`config.mk`:
```
export PLATFORM = sky130hd
export DESIGN_NAME = vga_timing_gen
export DESIGN_NICKNAME = d
export VERILOG_FILES = /design/src/rtl/vga_timing_gen.sv
export SDC_FILE = /design/constraint.sdc
export NUM_CORES = 1
export LEC_CHECK = 0
export CAP_MARGIN = 10
export CORE_MARGIN = 2
export CORE_UTILIZATION = 45
export CTS_CLUSTER_DIAMETER = 50
export DETAILED_ROUTE_END_ITERATION = 8
export PLACE_DENSITY = 0.73
export SLEW_MARGIN = 10
export SYNTH_ARGS = -nofsm -noshare
export SYNTH_HDL_FRONTEND = slang
export SYNTH_SLANG_ARGS = --single-unit
```
`constraint.sdc`:
```
create_clock -name clk -period 2.1 [get_ports clk]
set_input_delay 0.21 -clock clk [delete_from_list [all_inputs] [get_ports clk]]
set_output_delay 0.21 -clock clk [all_outputs]
set_load 0.01 [all_outputs]
```
`src/rtl/vga_timing_gen.sv`:
```
// VGA raster timing generator: pixel counters, line/frame strobes, frame count and delayed sync/video flags.
// Define VGA_TIMING_ADDR_EN to build the incremental linear pixel address; otherwise pix_addr is tied to 0.
module vga_timing_gen #(
    parameter int unsigned H_ACTIVE = 640,
    parameter int unsigned H_FP     = 16,
    parameter int unsigned H_SYNC   = 96,
    parameter int unsigned H_BP     = 48,
    parameter int unsigned V_ACTIVE = 480,
    parameter int unsigned V_FP     = 10,
    parameter int unsigned V_SYNC   = 2,
    parameter int unsigned V_BP     = 33,
    parameter bit          H_POL    = 1'b0,
    parameter bit          V_POL    = 1'b0,
    parameter int unsigned SYNC_DLY = 2,
    parameter int unsigned CNT_W    = 10,
    parameter int unsigned ADDR_W   = 19
) (
    input  logic              clk,
    input  logic              rst_n,
    output logic [CNT_W-1:0]  pixel_x,
    output logic [CNT_W-1:0]  pixel_y,
    output logic              line_start,
    output logic              frame_start,
    output logic [7:0]        frame_cnt,
    output logic [ADDR_W-1:0] pix_addr,
    output logic              video_en,
    output logic              hsync,
    output logic              vsync
);

    localparam int unsigned H_TOTAL  = H_ACTIVE + H_FP + H_SYNC + H_BP;
    localparam int unsigned V_TOTAL  = V_ACTIVE + V_FP + V_SYNC + V_BP;
    localparam int unsigned HS_START = H_ACTIVE + H_FP;
    localparam int unsigned HS_END   = HS_START + H_SYNC;
    localparam int unsigned VS_START = V_ACTIVE + V_FP;
    localparam int unsigned VS_END   = VS_START + V_SYNC;
    localparam int unsigned FLAG_W   = 3;

    // Flag bundle is {video, hsync level, vsync level}; idle value is blank with syncs deasserted.
    localparam logic [FLAG_W-1:0] FLAG_RST = {1'b0, ~H_POL, ~V_POL};

    logic [CNT_W-1:0]  h_cnt;
    logic [CNT_W-1:0]  v_cnt;
    logic              h_last;
    logic              v_last;
    logic              act;
    logic              hs_on;
    logic              vs_on;
    logic [FLAG_W-1:0] flag_nxt;
    logic [FLAG_W-1:0] flag_r;
    logic [FLAG_W-1:0] flag_out;

    assign h_last = (h_cnt == CNT_W'(H_TOTAL - 1));
    assign v_last = (v_cnt == CNT_W'(V_TOTAL - 1));
    assign act    = (h_cnt < CNT_W'(H_ACTIVE)) && (v_cnt < CNT_W'(V_ACTIVE));
    assign hs_on  = (h_cnt >= CNT_W'(HS_START)) && (h_cnt < CNT_W'(HS_END));
    assign vs_on  = (v_cnt >= CNT_W'(VS_START)) && (v_cnt < CNT_W'(VS_END));

    always_comb begin
        flag_nxt = FLAG_RST;
        flag_nxt = {act, (hs_on ? H_POL : ~H_POL), (vs_on ? V_POL : ~V_POL)};
    end

    // Free-running raster counters; frame_cnt advances on the same edge the raster wraps.
    always_ff @(posedge clk or negedge rst_n) begin
        if (!rst_n) begin
            h_cnt     <= '0;
            v_cnt     <= '0;
            frame_cnt <= '0;
        end else if (h_last) begin
            h_cnt <= '0;
            if (v_last) begin
                v_cnt     <= '0;
                frame_cnt <= frame_cnt + 8'd1;
            end else begin
                v_cnt <= v_cnt + CNT_W'(1);
            end
        end else begin
            h_cnt <= h_cnt + CNT_W'(1);
        end
    end

    // Coordinates, strobes and raw flags all registered from the same counter value.
    always_ff @(posedge clk or negedge rst_n) begin
        if (!rst_n) begin
            pixel_x     <= '0;
            pixel_y     <= '0;
            line_start  <= 1'b0;
            frame_start <= 1'b0;
            flag_r      <= FLAG_RST;
        end else begin
            pixel_x     <= h_cnt;
            pixel_y     <= v_cnt;
            line_start  <= (h_cnt == '0);
            frame_start <= (h_cnt == '0) && (v_cnt == '0);
            flag_r      <= flag_nxt;
        end
    end

    // Extra flag latency to line up with the downstream address register + ROM read.
    if (SYNC_DLY == 0) begin : g_dly0
        assign flag_out = flag_r;
    end else if (SYNC_DLY == 1) begin : g_dly1
        logic [FLAG_W-1:0] dly_q;
        always_ff @(posedge clk or negedge rst_n) begin
            if (!rst_n) dly_q <= FLAG_RST;
            else        dly_q <= flag_r;
        end
        assign flag_out = dly_q;
    end else begin : g_dlyn
        logic [SYNC_DLY-1:0][FLAG_W-1:0] dly_q;
        always_ff @(posedge clk or negedge rst_n) begin
            if (!rst_n) dly_q <= {SYNC_DLY{FLAG_RST}};
            else        dly_q <= {dly_q[SYNC_DLY-2:0], flag_r};
        end
        assign flag_out = dly_q[SYNC_DLY-1];
    end

    assign video_en = flag_out[2];
    assign hsync    = flag_out[1];
    assign vsync    = flag_out[0];

`ifdef VGA_TIMING_ADDR_EN
    logic [ADDR_W-1:0] addr_cnt;

    // Address tracks the counters: +1 per active pixel, hold in blanking, clear on raster wrap.
    always_ff @(posedge clk or negedge rst_n) begin
        if (!rst_n) begin
            addr_cnt <= '0;
            pix_addr <= '0;
        end else begin
            pix_addr <= addr_cnt;
            if (h_last && v_last) begin
                addr_cnt <= '0;
            end else if (act) begin
                addr_cnt <= addr_cnt + ADDR_W'(1);
            end
        end
    end
`else
    assign pix_addr = '0;
`endif

endmodule

```
Yosys cells after proc, flatten, opt, wreduce, memory -nomap -nowiden

Cells that the tools add are included.

Register bits after elaboration: 59
Bits of input ports: 2
Logic and storage cells: 32

Add/sub/neg operators: 3
Magnitude comparators: 6
Equality and inequality tests: 2
Multiplexer cells: 4
Reductions and logical operators: 7

Operator list:

| operator              | number |
|---|---|
| $add 10x1->10 const B | 2 |
| $eq 10x10->1 const B  | 2 |
| $logic_not 10->1      | 2 |
| $lt 10x10->1 const B  | 2 |
| $lt 10x9->1 const B   | 2 |
| $mux 10               | 2 |
| $ge 10x10->1 const B  | 1 |
| $ge 10x9->1 const B   | 1 |
| $add 8x1->8 const B   | 1 |
| $logic_and 1x1->1     | 4 |
| $mux 1                | 2 |
| $reduce_and 2->1      | 1 |

Longest topological paths before layout

Gate-level depths: netlist of the first run.

Depth after elaboration: 3
Depth in mapped cells: 6

Least setup slack after synthesis of the first run

OpenSTA, ideal clock, no wires.

Kind: register -> register
Start: register v_cnt[0]
End: register frame_cnt[1]
Library setup time: 0.127 ns
Data arrival time: 2.083 ns
Required time: 1.973 ns
Slack: -0.110 ns
Cell stages (with the launch flop): 7
Path buffers: 0
Clock period less this slack: 2.210 ns
Cell sequence: dfrtp_1 inv_1 ha_1 or3b_2 nand2b_1 nor4_2 mux2_1

Word-level cells in the longest chain between the ends: 2

RTL lines:

| what                              | RTL line | source |
|---|---|---|
| from (decl)                       | 43       | `logic [CNT_W-1:0] v_cnt;` |
| from (signal assigned)            | 76       | `v_cnt <= v_cnt + CNT_W'(1);` |
| $eq 10x10->1                      | 54       | `assign v_last = (v_cnt == CNT_W'(V_TOTAL - 1));` |
| $reduce_and 2->1 (no source line) | -        |  |
| to (signal assigned)              | 74       | `frame_cnt <= frame_cnt + 8'd1;` |
| to (decl)                         | 24       | `output logic [7:0] frame_cnt,` |

Every way passes these cells.
A chain may end at the register's enable or synchronous reset.

Worst setup path in the final report of the first run

Start: register h_cnt[5]
End: register frame_cnt[7]

Word-level cells in the longest chain between the ends: 2

RTL lines:

| what                              | RTL line | source |
|---|---|---|
| from (decl)                       | 42       | `logic [CNT_W-1:0] h_cnt;` |
| from (signal assigned)            | 79       | `h_cnt <= h_cnt + CNT_W'(1);` |
| $eq 10x10->1                      | 53       | `assign h_last = (h_cnt == CNT_W'(H_TOTAL - 1));` |
| $reduce_and 2->1 (no source line) | -        |  |

Every way passes these cells.

==> results of run 1 <==
==> power by group <==
group | internal (mW) | total, mW | switching, mW
Sequential | 1.14 | 1.14 | 0
Clock | 0.679 | 1.07 | 0.394
Combinational | 0.00560 | 0.0419 | 0.0363
Total | 1.82 | 2.25 | 0.431
==> worst min path at each step <==
stage	endpoint	cells past startpoint	start
5_1_grt	g_dlyn.dly_q[2]	0	flag_r[2]
2_1_floorplan	flag_out[2]	0	rst_n
3_3_place_gp	pixel_x[7]	1	rst_n
3_5_place_dp	pixel_x[7]	1	rst_n
4_1_cts	g_dlyn.dly_q[2]	0	flag_r[2]
6_report	g_dlyn.dly_q[2]	0	flag_r[2]
==> area by class of cell <==
cell class / instances / area, sq um / area share
flip-flops and latches: 59 / 1480 / 0.463
multi-input cells: 127 / 862 / 0.269
repair buffers: 57 / 523 / 0.163
clock buffers: 15 / 186 / 0.0581
well taps: 70 / 87.6 / 0.0273
inverters: 9 / 33.8 / 0.0105
clock inverters: 1 / 30.0 / 0.00936
==> cell usage in the layout (no fill, tap or decap), drive strengths merged <==
cell	n
nor4	9
o22ai	2
nor2	13
and4b	1
or4	1
and4	2
nand2b	1
clkbuf	15
a21oi	2
or2	2
nor3	8
a21o	1
nand2	7
nor4b	2
mux2	2
buf	23
xor2	10
dlygate4sd3	1
dfstp	6
nor2b	4
or4b	1
xnor2	8
nand4	7
clkdlybuf4s50	33
mux2i	2
and3	2
o211ai	1
bufinv	1
ha	5
dfrtp	53
inv	9
a31oi	1
o21ai	1
nand3	11
or3b	1
conb	19
or3	1
==> routing by layer <==
metal	wire, um	part of all wire
met1	1990	0.45
met5	0	0
met3	244	0.055
met2	2160	0.49
met4	58	0.013
==> repair_timing <==
action	4_1_cts	5_1_grt
buffers inserted	0	1
hold buffers	1	0
setup endpoints to repair	0	3
resized for setup	0	2
endpoints found under the hold margin	24	0
==> metrics by stage <==
stage	cells	utilization	instance area, sq um	setup WS (ns)	hold slack [ns]
final	338	0.620	3210	0.0940	0.349
after global placement	320	0.574	2970	0.0918	0.261
after detailed placement	320	0.574	2970	0.0365	0.262
after CTS	337	0.617	3190	0.0267	0.351
after global routing	338	0.620	3210	0.0130	0.353
after floorplan	217	-	2530	0.0107	-0.0856
==> sequential cells by signal, summed over array words and instances (netlist names) <==
| register | flops |
|---|---|
| h_cnt | 10 |
| line_start | 1 |
| pixel_x | 10 |
| frame_start | 1 |
| frame_cnt | 8 |
| flag_out | 3 |
| flag_r | 3 |
| v_cnt | 10 |
| g_dlyn.dly_q | 3 |
| pixel_y | 10 |
==> cells by family after synthesis <==
family,Yosys count,share of synthesized area
XOR/XNOR,18,0.0645
multiplexers,4,0.0174
other,1,0.00153
AO/OA/AOI/OAI,8,0.0200
AND/OR/NAND/NOR,73,0.187
flip-flops,59,0.607
buffers and inverters,31,0.0773
adder cells (fa/ha/maj),5,0.0256
==> worst register-to-register path: stages (launching register included) <==
cell	delay, ns
dfrtp_1	0.37
or4b_1	0.57
buf_4	0.18
nor4_1	0.33
buf_4	0.18
nand3_1	0.10
xnor2_1	0.17
==> summary.md, run 1 <==
| Metric | Value |
|---|---|
| Worst-Skew Late Latency | 0.33 ns |
| R2r endpoint | frame_cnt[7] |
| Crit. Startpoint | h_cnt[5] |
| CP Depth | 6 |
| Met1 global-route usage | 0.219 |
| Cell chain of the critical path | or4b_1 -> buf_4 -> nor4_1 -> buf_4 -> nand3_1 -> xnor2_1 |
| Crit end category | flop |
| HPWL Detailed | 3.12 mm |
| Core area | 0.00517 sq mm |
| Count leader, synth | dfrtp_1 |
| Wire per inst | 13.2 um |
| CP delay by family, top | simple AND/OR/NAND/NOR gates |
| Layout cells sized above 1 | 0.209 |
| N_diodes | 0 |
| Final Setup Violations | 0 |
| DIE AREA | 0.00604 sq mm |
| Synth area leader | dfrtp_1 |
| RD Place Congestion | 0.845 |
| Reg-to-reg slack, setup | 0.09 ns |
| Post-route ant nets | 0 |
| Root Driver | clkbuf_8 |
| Pre-antenna DRT Iters | 4 |
| # DRC | 0 |
| Die W | 77.7 um |
| Status | completed |
| TritonCTS Sinks | 59 |
| Die H | 77.7 um |
| CTS tree | built |
| GRT Util Overall | 0.165 |
| Number of flops mapped to enable cells by yosys | 0 |
| Most frequent CP cell | buf_4 |
| CTS H-tree depth | 3 |
| Critical path's slowest cell | or4b_1 |
| CTS buffer count | 9 |
| Final Hold Vio Count | 0 |
| CP endpoint | frame_cnt[7] |
| Netlist area before placement | 0.00244 sq mm |
| Yosys reg bits | 59 |
| Via count of the first global-routing pass | 1577 |
| Setup TNS | 0 ns |
| Final Critical Period | 2.01 ns |
| Top post-synthesis cells by area | dfrtp_1 (54%), dfstp_2 (6.4%), buf_4 (5.8%) |
| Global route overflow | 0 |
| Initial antenna violation count | 0 |
| Clock skew | 0.00507 ns |
| Slew Limit Headroom | 0.587 |
| Synth top cells by count | dfrtp_1 (53), buf_4 (19), nor2_1 (13) |
| Rows | 26 |
| Total vias in the final route | 1619 |
| Pin slew with the least headroom to its limit | 0.619 ns |
| Port buffer count | 34 |
| Max Cap Viol | 0 |
| GR peak layer | met2 |
| Met2 usage | 0.251 |
| Reg2reg start | h_cnt[5] |
| First-pass GRT wire length | 7.56 mm |
| Worst VDD drop | 0.000313 V |
| Area grow syn2layout | 31.2% |
| Required @ worst endpoint | 2.31 ns |
| Synth cell types | 40 |
| Worst Path Max Fanout | 4 |
| Sequential share of the synthesized area | 0.607 |
| Syn avg cell area | 12.3 sq um |
| HP Class | reg2reg |
| Startpoint Class | flop |
| Routing usage on met3 | 0.0500 |
| Max Slew Vio Count | 0 |
| Largest net degree at the start of global routing | 33 |
| Layout net count | 270 |
| Fraction of registers with async set or reset after synthesis | 1.00 |
| Post-Syn Instances | 199 |
| RSZ-0062 raised after global routing | no |
| Critical Path AT | 2.22 ns |
| Vias/cell | 4.79 |
| R2R cell count | 6 |
| PD cells | 702 mW/mm^2 |
| Top_reg_cell synth | dfrtp_1 |
| Share of Yosys cell area claimed by the top area cell type | 0.542 |
| Layout fillers | 403 |
| Buffers & Inverters on Critical Path | 2 |
| Synth warnings | 0 |
| LEAKAGE | 1.51 nW |
| CTS max path bufs | 2 |
| Initial drt markers | 119 |
| Total Wirelength | 4.46 mm |
| Clk pin slew, worst setup/hold paths | 0.06 ns |
| I/O Pins | 54 |
| Max stage delay on crit path | 0.57 ns |
| Tcrit/Tclk final | 0.955 |
| Initial core utilization | 0.473 |
| WS Path Type | reg2reg |
| Fmax | 0.499 GHz |
| Total power | 2.25 mW |
No activity file was read; power rests on OpenSTA's default activity.
==> inputs of run 2 (changes only) <==
Settings changed: CORE_MARGIN 2 to not set.
==> summary.md, run 2 (synthesis results as in run 1) <==
| Metric | Value |
|---|---|
| Post-route ant nets | 0 |
| Total Wirelength | 4.33 mm |
| WS Path Type | reg2reg |
| Commonest non-fill, non-tap cell in the layout | dfrtp_1 |
| Critical Path AT | 2.30 ns |
| TritonCTS Sinks | 59 |
| DIE AREA | 0.00573 sq mm |
| Via count of the first global-routing pass | 1496 |
| Fin worst setup slack | 0.0757 ns |
| Slew Limit Headroom | 0.621 |
| Die W | 75.7 um |
| Critical path's slowest cell | or4b_1 |
| Layout cells sized above 1 | 0.211 |
| Clock skew | 0.00551 ns |
| CTS tree | built |
| Wire per inst | 12.9 um |
| Crit end category | flop |
| Pin slew with the least headroom to its limit | 0.569 ns |
| Total power | 2.25 mW |
| Required @ worst endpoint | 2.38 ns |
| HPWL Detailed | 3.05 mm |
| Vias/cell | 4.81 |
| Root Driver | clkbuf_8 |
| Max stage delay on crit path | 0.58 ns |
| N_diodes | 0 |
| CP delay by family, top | simple AND/OR/NAND/NOR gates |
| Total vias in the final route | 1610 |
| Initial core utilization | 0.473 |
| Port buffer count | 34 |
| Largest net degree at the start of global routing | 36 |
| CTS buffer count | 9 |
| Final Hold Vio Count | 0 |
| Final Setup Violations | 0 |
| CTS H-tree depth | 3 |
| Worst-Skew Late Latency | 0.34 ns |
| Rows | 26 |
| Core area | 0.00517 sq mm |
| Worst VDD drop | 0.000299 V |
| PD cells | 706 mW/mm^2 |
| RSZ-0062 raised after global routing | no |
| Fmax | 0.494 GHz |
| HP Class | reg2reg |
| GRT Util Overall | 0.176 |
| Area grow syn2layout | 30.1% |
| Startpoint Class | flop |
| Hold_ws | 0.348 ns |
| Die H | 75.7 um |
| Worst Path Max Fanout | 5 |
| Final Critical Period | 2.02 ns |
| Clk pin slew, worst setup/hold paths | 0.06 ns |
| Max Slew Vio Count | 0 |
| Initial drt markers | 84 |
| Commonest cells after routing, fill and taps aside | dfrtp_1 (53), clkdlybuf4s50_1 (33), conb_1 (19) |
| Global route overflow | 0 |
| Cell chain of the critical path | or4b_1 -> buf_4 -> nor3_2 -> buf_4 -> and4b_1 -> a21o_1 |
| Status | completed |
| Setup TNS | 0 ns |
| Pre-antenna DRT Iters | 4 |
| Buffers & Inverters on Critical Path | 2 |
| Initial antenna violation count | 0 |
| Tcrit/Tclk final | 0.964 |
| # DRC | 0 |
| RD Place Congestion | 0.838 |
| Layout net count | 267 |
| LEAKAGE | 1.49 nW |
| CTS max path bufs | 2 |
| First-pass GRT wire length | 7.05 mm |
| Pre-CTS WS | 0.0823 ns |
| Most frequent CP cell | buf_4 |
| Max Cap Viol | 0 |
| I/O Pins | 54 |
-- run 2: cell types whose count changed in the layout (fill, tap and decap cells not counted), sizes merged --
cell,delta
clkinvlp,+1
clkbuf,-3
buf,-3
clkinv,+2
-- run 2: cell type report --
class | instances | area (sq um)
Multi-Input combinational cell | 127 | 862
Clock inverter | 4 | 47.5
Timing Repair Buffer | 54 | 500
Sequential cell | 59 | 1480
Fill cell | 398 | 1990
Tap cell | 70 | 87.6
Inverter | 9 | 33.8
Clock buffer | 12 | 165
-- run 2: final timing paths --
check,startpoint,to,slack [ns],cells after the start
max in group asynchronous,rst_n,flag_out[0],1.06,3
min in group asynchronous,rst_n,pixel_x[5],0.40,2
worst max register to register,h_cnt[5],v_cnt[3],0.08,6
worst max-delay path,h_cnt[5],v_cnt[3],0.08,6
worst min-delay path,g_dlyn.dly_q[2],flag_out[2],0.35,0
worst min register to register,g_dlyn.dly_q[2],flag_out[2],0.35,0
-- run 2: timing repair --
| item | 4_1_cts | 5_1_grt |
|---|---|---|
| hold buffers | 1 | 0 |
| resized for setup | 0 | 2 |
| endpoints found under the setup margin | 0 | 2 |
| hold endpoints to repair | 21 | 0 |
| setup buffers | 0 | 1 |
-- run 2: worst register-to-register path, delay by kind of cell, from the launching register on --
family | cells | cell delay [ns]
buf+inv | 2 | 0.38
compound gates | 1 | 0.09
simple gates | 3 | 1.12
flops | 1 | 0.37
-- run 2: metal layers --
layer / track usage / up-vias / routed length (um)
li1: - / 771 / -
met1: 0.224 / 786 / 2060
met2: 0.260 / 49 / 2010
met3: 0.0820 / 4 / 215
met4: 0.0741 / 0 / 36
met5: 0 / - / 0
-- run 2: where the power goes --
group,internal (mW),total [mW],switching (mW)
Sequential,1.14,1.14,0
Clock,0.640,1.07,0.427
Combinational,0.00560,0.0420,0.0364
-- run 2: through the flow --
stage | util | cells | area, sq um
final | 0.615 | 335 | 3180
after global routing | 0.615 | 335 | 3180
after CTS | 0.612 | 334 | 3170
after detailed placement | 0.569 | 317 | 2940
after global placement | 0.569 | 317 | 2940
after floorplan | - | 217 | 2530
